**src/rtl/dmem_lsu.sv**
```systemverilog
// MEM-stage load/store unit: region decode, per-region command channels,
// in-order load tracking and a formatted result FIFO drained by WB.
module dmem_lsu #(
    parameter int              DW          = 32,
    parameter int              AW          = 32,
    parameter int              RDW         = 5,
    parameter int              NR          = 3,
    parameter logic [NR*AW-1:0] REGION_BASE = '0,
    parameter logic [NR*AW-1:0] REGION_SIZE = '0,
    parameter int              OUTST       = 4
) (
    input  logic                       cpu_clk,
    input  logic                       cpu_rst,
    input  logic                       req_valid,
    output logic                       req_ready,
    input  logic                       req_wr,
    input  logic [1:0]                 req_size,
    input  logic                       req_unsigned,
    input  logic [AW-1:0]              req_addr,
    input  logic [DW-1:0]              req_wdata,
    input  logic [RDW-1:0]             req_rd,
    output logic [NR-1:0]              mem_cmd_valid,
    input  logic [NR-1:0]              mem_cmd_ready,
    output logic                       mem_cmd_wr,
    output logic [AW-1:0]              mem_cmd_addr,
    output logic [DW/8-1:0]            mem_cmd_strb,
    output logic [DW-1:0]              mem_cmd_wdata,
    input  logic [NR-1:0]              mem_rsp_valid,
    input  logic [NR*DW-1:0]           mem_rsp_data,
    output logic                       wb_valid,
    input  logic                       wb_ready,
    output logic [RDW-1:0]             wb_rd,
    output logic [DW-1:0]              wb_data,
    output logic                       misalign_err,
    output logic [AW-1:0]              misalign_addr,
    output logic [$clog2(OUTST):0]     outst_cnt
);
    localparam int BL = DW / 8;
    localparam int OW = $clog2(BL);
    localparam int PW = $clog2(OUTST);
    localparam int CW = PW + 1;
    localparam int RW = (NR > 1) ? $clog2(NR) : 1;

    typedef struct packed {
        logic [RW-1:0]  region;
        logic [1:0]     size;
        logic           uns;
        logic [OW-1:0]  off;
        logic [RDW-1:0] rd;
    } trk_t;

    // Address decode: lowest matching region wins, NR-1 is the fallback.
    logic [RW-1:0] sel;
    logic [AW-1:0] sel_base;
    always_comb begin
        sel = RW'(NR - 1);
        for (int i = NR - 2; i >= 0; i--) begin
            if (req_addr >= REGION_BASE[i*AW +: AW] &&
                (req_addr - REGION_BASE[i*AW +: AW]) < REGION_SIZE[i*AW +: AW])
                sel = RW'(i);
        end
        sel_base = REGION_BASE[sel*AW +: AW];
    end

    logic [OW-1:0] off;
    logic          mis;
    logic [7:0]    mask8;
    assign off = req_addr[OW-1:0];

    always_comb begin
        mis   = 1'b0;
        mask8 = 8'h01;
        case (req_size)
            2'b00: begin mis = 1'b0;                            mask8 = 8'h01; end
            2'b01: begin mis = req_addr[0];                     mask8 = 8'h03; end
            2'b10: begin mis = |req_addr[1:0];                  mask8 = 8'h0F; end
            default: begin mis = (DW == 32) || (|req_addr[2:0]); mask8 = 8'hFF; end
        endcase
    end

    // Tracking FIFO of issued loads awaiting a response
    trk_t          trk_mem [OUTST];
    logic [PW:0]   trk_wp, trk_rp;
    logic          trk_empty;
    trk_t          trk_head, trk_tail;
    logic [PW-1:0] tail_idx;

    assign trk_empty = (trk_wp == trk_rp);
    assign tail_idx  = trk_wp[PW-1:0] - PW'(1);
    assign trk_head  = trk_mem[trk_rp[PW-1:0]];
    assign trk_tail  = trk_mem[tail_idx];

    // Result FIFO feeding WB
    logic [RDW-1:0] res_rd   [OUTST];
    logic [DW-1:0]  res_data [OUTST];
    logic [PW:0]    res_wp, res_rp;
    logic [CW-1:0]  cnt;
    logic           wb_pop;

    assign wb_valid  = (res_wp != res_rp);
    assign wb_pop    = wb_valid && wb_ready;
    assign wb_rd     = wb_valid ? res_rd[res_rp[PW-1:0]]   : '0;
    assign wb_data   = wb_valid ? res_data[res_rp[PW-1:0]] : '0;
    assign outst_cnt = cnt;

    // A WB pop frees a slot in the same cycle, so a stalled load can issue alongside it.
    logic cnt_ok, order_ok, ld_ok;
    assign cnt_ok   = (cnt < CW'(OUTST)) || wb_pop;
    assign order_ok = trk_empty || (trk_tail.region == sel);
    assign ld_ok    = !mis && cnt_ok && order_ok;

    always_comb begin
        mem_cmd_valid = '0;
        req_ready     = 1'b0;
        if (!cpu_rst) begin
            if (req_valid && !mis && (req_wr || ld_ok))
                mem_cmd_valid[sel] = 1'b1;
            if (mis)
                req_ready = 1'b1;
            else if (req_wr)
                req_ready = mem_cmd_ready[sel];
            else
                req_ready = ld_ok && mem_cmd_ready[sel];
        end
    end

    assign mem_cmd_wr    = req_wr;
    assign mem_cmd_addr  = req_addr - sel_base;
    assign mem_cmd_strb  = BL'(mask8) << off;
    assign mem_cmd_wdata = req_wdata << {off, 3'b000};

    logic accept, ld_acc, mis_acc, rsp_hit;
    assign accept  = req_valid && req_ready;
    assign ld_acc  = accept && !req_wr && !mis;
    assign mis_acc = accept && mis;
    assign rsp_hit = !trk_empty && mem_rsp_valid[trk_head.region];

    // Lane select then sign/zero extend according to the tracked size
    logic [DW-1:0] rsp_sh, keep, rsp_fmt;
    logic          sbit;
    always_comb begin
        rsp_sh = mem_rsp_data[trk_head.region*DW +: DW] >> {trk_head.off, 3'b000};
        keep   = {DW{1'b1}};
        sbit   = 1'b0;
        case (trk_head.size)
            2'b00:   begin keep = {DW{1'b1}} >> (DW - 8);  sbit = rsp_sh[7];  end
            2'b01:   begin keep = {DW{1'b1}} >> (DW - 16); sbit = rsp_sh[15]; end
            2'b10:   begin keep = {DW{1'b1}} >> (DW - 32); sbit = rsp_sh[31]; end
            default: begin keep = {DW{1'b1}};              sbit = 1'b0;       end
        endcase
        rsp_fmt = (rsp_sh & keep) | ({DW{sbit & ~trk_head.uns}} & ~keep);
    end

    always_ff @(posedge cpu_clk) begin
        if (cpu_rst) begin
            trk_wp        <= '0;
            trk_rp        <= '0;
            res_wp        <= '0;
            res_rp        <= '0;
            cnt           <= '0;
            misalign_err  <= 1'b0;
            misalign_addr <= '0;
        end else begin
            if (ld_acc)  trk_wp <= trk_wp + (PW+1)'(1);
            if (rsp_hit) begin
                trk_rp <= trk_rp + (PW+1)'(1);
                res_wp <= res_wp + (PW+1)'(1);
            end
            if (wb_pop)  res_rp <= res_rp + (PW+1)'(1);
            case ({ld_acc, wb_pop})
                2'b10:   cnt <= cnt + CW'(1);
                2'b01:   cnt <= cnt - CW'(1);
                default: cnt <= cnt;
            endcase
            misalign_err <= mis_acc;
            if (mis_acc) misalign_addr <= req_addr;
        end
    end

    always_ff @(posedge cpu_clk) begin
        if (ld_acc)
            trk_mem[trk_wp[PW-1:0]] <= '{region: sel, size: req_size, uns: req_unsigned,
                                         off: off, rd: req_rd};
        if (rsp_hit) begin
            res_rd[res_wp[PW-1:0]]   <= trk_head.rd;
            res_data[res_wp[PW-1:0]] <= rsp_fmt;
        end
    end

endmodule

```
**config.mk**
```make
export PLATFORM = sky130hd
export DESIGN_NAME = dmem_lsu
export DESIGN_NICKNAME = d
export VERILOG_FILES = /design/src/rtl/dmem_lsu.sv
export SDC_FILE = /design/constraint.sdc
export NUM_CORES = 1
export LEC_CHECK = 0
export CAP_MARGIN = 20
export CORE_AREA = 2 2 180 182
export CTS_CLUSTER_SIZE = 12
export DETAILED_ROUTE_END_ITERATION = 8
export DIE_AREA = 0 0 182 184
export PLACE_DENSITY_LB_ADDON = 0.12
export SETUP_SLACK_MARGIN = 0.02
export SYNTH_ARGS = -nofsm -noshare
export SYNTH_HDL_FRONTEND = slang
export SYNTH_SLANG_ARGS = --single-unit
```
**constraint.sdc**
```tcl
create_clock -name cpu_clk -period 3.4 [get_ports cpu_clk]
set_input_delay 0.51 -clock cpu_clk [delete_from_list [all_inputs] [get_ports cpu_clk]]
set_output_delay 0.51 -clock cpu_clk [all_outputs]
set_load 0.02 [all_outputs]
```
# --- After elaboration in Yosys (flattened, before gate mapping) ---
# Memories as Yosys holds them, arrays and structs flattened. A register that Yosys moved wholly into a read port is not among the register bits.
# Index checks and enable logic that the tools add are counted.
classes:
  reduce_logical: 23
  order_cmp: 6
  mux: 29
  n_addsub: 8
  n_shift: 5
  bitwise: 6
  n_eq_ne: 9
ops:
  columns: ["cell", "count"]
  rows:
  - ["indexed part select 96 x 8 -> 32 bit", 1]
  - ["indexed part select 96 x 8 -> 32 bit, first input constant", 1]
  - ["AND 32 bit", 2]
  - ["one-hot mux 32 bit (2 select lines)", 1]
  - [">= comparator 32 x 1 -> 1 bit, second input constant", 1]
  - ["< comparator 32 x 1 -> 1 bit, second input constant", 1]
  - ["2-to-1 mux 32 bit", 1]
  - ["NOT 32 bit", 1]
  - ["OR 32 bit", 1]
  - ["left shift 32 x 5 -> 32 bit", 1]
  - [">> shifter 32 x 5 -> 32 bit", 1]
  - ["subtractor 32 bit", 1]
  - ["adder 3 x 1 -> 3 bit, second input constant", 5]
  - ["2-to-1 mux 2 bit", 7]
  - ["logical AND 1 bit", 13]
  - ["one-hot mux 4 bit (3 select lines)", 1]
  - ["2-to-1 mux 1 bit", 10]
  - ["equality test 2 x 1 -> 1 bit, second input constant", 3]
  - ["equality test 2 bit, second input constant", 3]
  - ["< comparator 2 x 3 -> 1 bit, second input constant", 2]
  - ["2-to-1 mux 3 bit", 2]
  - ["one-hot mux 1 bit (3 select lines)", 2]
  - ["one-hot mux 3 bit (2 select lines)", 1]
  - ["2-to-1 mux 5 bit", 1]
  - ["other kinds (17)", 23]
totals:
  in_bits: 179
  ramBits: 196
  n_memories: 3
  word_cells: 96
  output_inout_bits: 147
  register_bits: 48
memory_table:
  columns: ["memory", "words", "width", "read_ports", "rd_clocked_by_memory_dff", "wr", "line_no", "text"]
  rows:
  - ["res_data", 4, 32, 1, 1, 1, "95", "logic [DW-1:0] res_data [OUTST];"]
  - ["trk_mem", 4, 12, 2, 1, 1, "82", "trk_t trk_mem [OUTST];"]
  - ["res_rd", 4, 5, 1, 1, 1, "94", "logic [RDW-1:0] res_rd [OUTST];"]

# --- Logic depth before layout (Yosys ltp) ---
logic_depth:
  word_depth: 15
  ltp_mapped: 9
  ltp_nobuf: 9

# --- Worst setup path before layout ---
# No wires, ideal clock.
synth_timing:
  path_type: "input -> register"
  from: "input req_addr[1]"
  to: "register cnt[2], in the netlist outst_cnt[2]"
  arrival_time_ps: 2533
  path_stages: 9
  slack_ps: 797
  path_buffers: 0
  required_ps: 3330
  setup_ps: 70
  path_cell_list: "o21a_1 o22a_1 a2111oi_4 inv_1 ha_1 fa_1 xnor2_1 or3_1 a21oi_1"
synth_via:
  elab_chain_len: 15
  elab_cells_between_ends: 24
  cone_classes: "order compare (2); eq/ne (3); mux (8); reduce/logical (11)"
synth_rtl:
  columns: ["element", "line_no", "text"]
  rows:
  - ["from (decl)", "19", "input logic [AW-1:0] req_addr,"]
  - [">= comparator 32 x 1 -> 1 bit / < comparator 32 x 1 -> 1 bit (equally long branches)", "58, 59", null]
  - ["logical AND 1 bit", "58", "if (req_addr >= REGION_BASE[i*AW +: AW] &&"]
  - ["2-to-1 mux 2 bit", "58", null]
  - ["equality test 2 bit", "109", "assign order_ok = trk_empty || (trk_tail.region == sel);"]
  - ["logical OR 1 bit", "109", null]
  - ["logical AND 1 bit", "110", "assign ld_ok = !mis && cnt_ok && order_ok;"]
  - ["logical AND 1 bit", "123", "req_ready = ld_ok && mem_cmd_ready[sel];"]
  - ["2-to-1 mux 1 bit", "120", "else if (req_wr)"]
  - ["2-to-1 mux 1 bit", "118", "if (mis)"]
  - ["2-to-1 mux 1 bit", "115", "if (!cpu_rst) begin"]
  - ["logical AND 1 bit", "133", "assign accept = req_valid && req_ready;"]
  - ["logical AND 1 bit", "134", "assign ld_acc = accept && !req_wr && !mis;"]
  - ["logical AND 1 bit *", "134", null]
  - ["equality test 2 x 1 -> 1 bit / equality test 2 bit (equally long branches)", "170", "case ({ld_acc, wb_pop})"]
  - ["one-hot mux 3 bit (2 select lines) / nonzero test 2 bit (equally long branches)", null, null]
  - ["to (signal assigned)", "171", "2'b10: cnt <= cnt + CW'(1);"]
  - ["to (signal assigned)", "172", "2'b01: cnt <= cnt - CW'(1);"]
  - ["to (signal assigned)", "173", "default: cnt <= cnt;"]
  - ["to (decl)", "97", "logic [CW-1:0] cnt;"]
# Mark *: on every way between the ends. The rest lies on a longest branch, timed or not. The select of a mux whose other input is x is not followed.
# A chain may end at the register's enable or synchronous reset.

==> summary.md <==
| Metric | Value |
|---|---|
| Vias in the first global route | 7091 |
| Compound-Gate Fraction of Synth Area | 5.79% |
| Final period utilization | 93.4% |
| Final antenna diode count | 0 |
| Max cap viols | 0 |
| Syn Std Cell Area | 10900 um^2 |
| Combinational family with the most area after synthesis | multiplexers |
| Die Area | 33500 um^2 |
| Root buffer cell | clkbuf_16 |
| Number of flops mapped to enable cells by yosys | 188 |
| First-pass GRT wire length | 40400 um |
| Startpoint Class | register |
| Initial antenna violation count | 0 |
| Syn Area/Cell | 14.3 um^2 |
| Max stage delay on crit path | 0.55 ns |
| Longest Clk Path Bufs | 3 |
| Site row count | 65 |
| Vias | 6769 |
| Required time worst endpoint | 2.89 ns |
| Final worst slack | 0.223 ns |
| Io pins | 326 |
| Cell at the slowest stage of the critical path | mux4_2 |
| CTS tree | built |
| Synth Area in Simple Gates | 10.7% |
| Synth warnings | 0 |
| Final core utilization | 46.2% |
| Dpl ws | 0.342 ns |
| Post-detail-place hpwl | 17300 um |
| HP Class | primary input to register |
| Worst ir drop on vdd | 0.322 mV |
| Arrival time at the worst endpoint | 2.67 ns |
| Avg WL per Cell | 18.3 um |
| Port bufs | 255 |
| WL final | 25900 um |
| Clock-pin slew on the worst setup and hold paths | 0.06 ns |
| Largest net degree at the start of global routing | 51 |
| Initial Util | 34.6% |
| Layout cell share with drive strength beyond 1 | 13.9% |
| Total leakage power | 4.94 nW |
| Clock latency on the worst-skew pair | 0.52 ns |
| Avg Vias per Cell | 4.79 |
| Synth Area in XOR/XNOR | 1.21% |
| Die width | 182 um |
| Ys async rst share | 0% |
| Setup_tns | 0 ns |
| CTS Sinks | 240 |
| Register area share after synthesis | 61.5% |
| Uppermost layer routed | met4 |
| Yosys reg bits | 240 |
| Synth unique cells | 50 |
| Final setup fails | 0 |
| Met2 Wirelength | 12100 um |
| Nets@finish | 1182 |
| Gr usage total | 15.5% |
| ANT nets after route | 0 |
| Slew Limit Fails | 0 |
| TritonCTS Buffers | 27 |
| RSZ-0062 raised after global routing | false |
| Wl on met1 | 11200 um |
| Most common cell after layout, fill and taps aside | clkdlybuf4s50_1 |
| Post-cts resize count | 0 |
| Most frequent cells in the layout | clkdlybuf4s50_1 (253), edfxtp_1 (188), nand2_1 (59) |
| Mux share of post-synthesis cell area | 14.7% |
| DR WL met3 | 2170 um |
| Main synth FF type | edfxtp_1 |
| Detailed Routing Iterations Pass 1 | 5 |
| CP Max Fanout | 30 |
| Max Clock Freq | 0.315 GHz |
| GP Congestion | 0.799 |
| Critical-path cell list | buf_12, mux4_2, nor2b_1, clkdlybuf4s50_1 |
| H-tree levels | 1 |
| GR Overflow Total | 0 |
| Initial DRC count | 548 |
| Setup bufs post-CTS | 0 |
| Core area | 31400 um^2 |
| Critical path class | register to output pin |
| Power Density | 470 nW/um^2 |
| Worst slew margin | 60.5% |
| Crit end category | output pin |
| Post-layout minimum cycle time | 3.18 ns |
| Hold Buf Count CTS | 0 |
| Fin Clk Skew | 0.0108 ns |
| Synth Area in Adders | 1.45% |
| Final hold vios | 0 |
| Drt drc | 0 |
| Slew @ Worst Pin | 0.593 ns |
| P&R area growth vs syn | 33.5% |
| Post-Syn Instances | 762 |
| Die H | 184 um |
| Status | finished, final reports clean |
-- sequential cells by signal (all words and copies together), names as in the netlist, 20 cells and up, named ones only --
name	cells
res_data	128
res_rd	20
trk_mem	40
misalign_addr	32
-- layout make-up --
cell class / count / area, um^2
Inverter: 8 / 30.0
Fill cell: 2863 / 16900
Sequential cell: 240 / 6690
Tap cell: 402 / 503
Clock buffer: 33 / 698
Clock inverter: 15 / 124
Multi-Input combinational cell: 436 / 3710
Timing Repair Buffer: 278 / 2750
-- final timing paths --
check,from,endpoint,slack [ns],depth (start not counted)
worst max register to register,register,res_data[1][18],0.52,6
worst min-delay path,req_addr[1],trk_mem[1][6],0.35,1
worst max-delay path,register,wb_data[0],0.22,4
worst min register to register,misalign_addr[13],misalign_addr[13],0.47,2
-- cell usage after synthesis, types with 2 or more instances --
| cell | n | area, um^2 |
|---|---|---|
| a211oi_1 | 9 | 67.6 |
| a21oi_1 | 13 | 65.1 |
| a221oi_1 | 7 | 61.3 |
| and2_1 | 16 | 100 |
| buf_1 | 6 | 22.5 |
| buf_2 | 5 | 25.0 |
| buf_4 | 36 | 270 |
| buf_6 | 4 | 45.0 |
| clkbuf_1 | 28 | 105 |
| dfxtp_1 | 52 | 1040 |
| edfxtp_1 | 188 | 5650 |
| ha_1 | 11 | 138 |
| inv_1 | 8 | 30.0 |
| mux2_4 | 7 | 105 |
| mux2i_1 | 38 | 380 |
| mux4_2 | 46 | 1040 |
| nand2_1 | 59 | 221 |
| nand2b_1 | 38 | 238 |
| nand3_2 | 8 | 80.1 |
| nor2_1 | 36 | 135 |
| nor2_2 | 2 | 12.5 |
| nor2b_1 | 46 | 288 |
| nor3_1 | 3 | 15.0 |
| o211ai_1 | 6 | 45.0 |
| o211ai_2 | 2 | 25.0 |
| o21ai_0 | 50 | 250 |
| o21ai_1 | 2 | 10.0 |
| xnor2_1 | 6 | 52.6 |
| xor2_1 | 9 | 78.8 |
-- where the power goes --
group	total [W]	leakage, nW	switching, W	internal [W]
Combinational	0.000874	2.40	0.000436	0.000437
Sequential	0.00323	2.13	0.0000237	0.00321
Clock	0.00271	0.404	0.00111	0.00160
-- worst max-delay path, delay by kind of cell, from the launching register on --
| family | cells | cell delay (ns) |
|---|---|---|
| buf+inv | 2 | 0.86 |
| mux | 1 | 0.55 |
| flops | 1 | 0.54 |
| simple gates | 1 | 0.16 |
-- cells by family after synthesis --
family                   after synthesis
flip-flops                           240
AND/OR/NAND/NOR                      214
AO/OA/AOI/OAI                         98
multiplexers                          95
buffers and inverters                 87
XOR/XNOR                              15
adder cells (fa/ha/maj)               12
other                                  1
-- per-layer routing --
metal / vias up / GRT usage (%)
met5: - / 0
met4: 0 / 3.29
met3: 34 / 4.52
met2: 246 / 25.6
met1: 3251 / 20.2
li1: 3238 / -
-- metrics by stage --
stage	cell area (um^2)	power, W	std cells	hold WS [ns]
6_report	14500	0.00681	1412	0.345
5_1_grt	14500	0.00709	1412	0.343
4_1_cts	14500	0.00691	1412	0.331
3_5_place_dp	13700	0.00417	1364	0.465
3_3_place_gp	13700	0.00418	1364	0.457
2_1_floorplan	10900	0.00374	763	0.455
No activity file was read; power rests on OpenSTA's default activity.
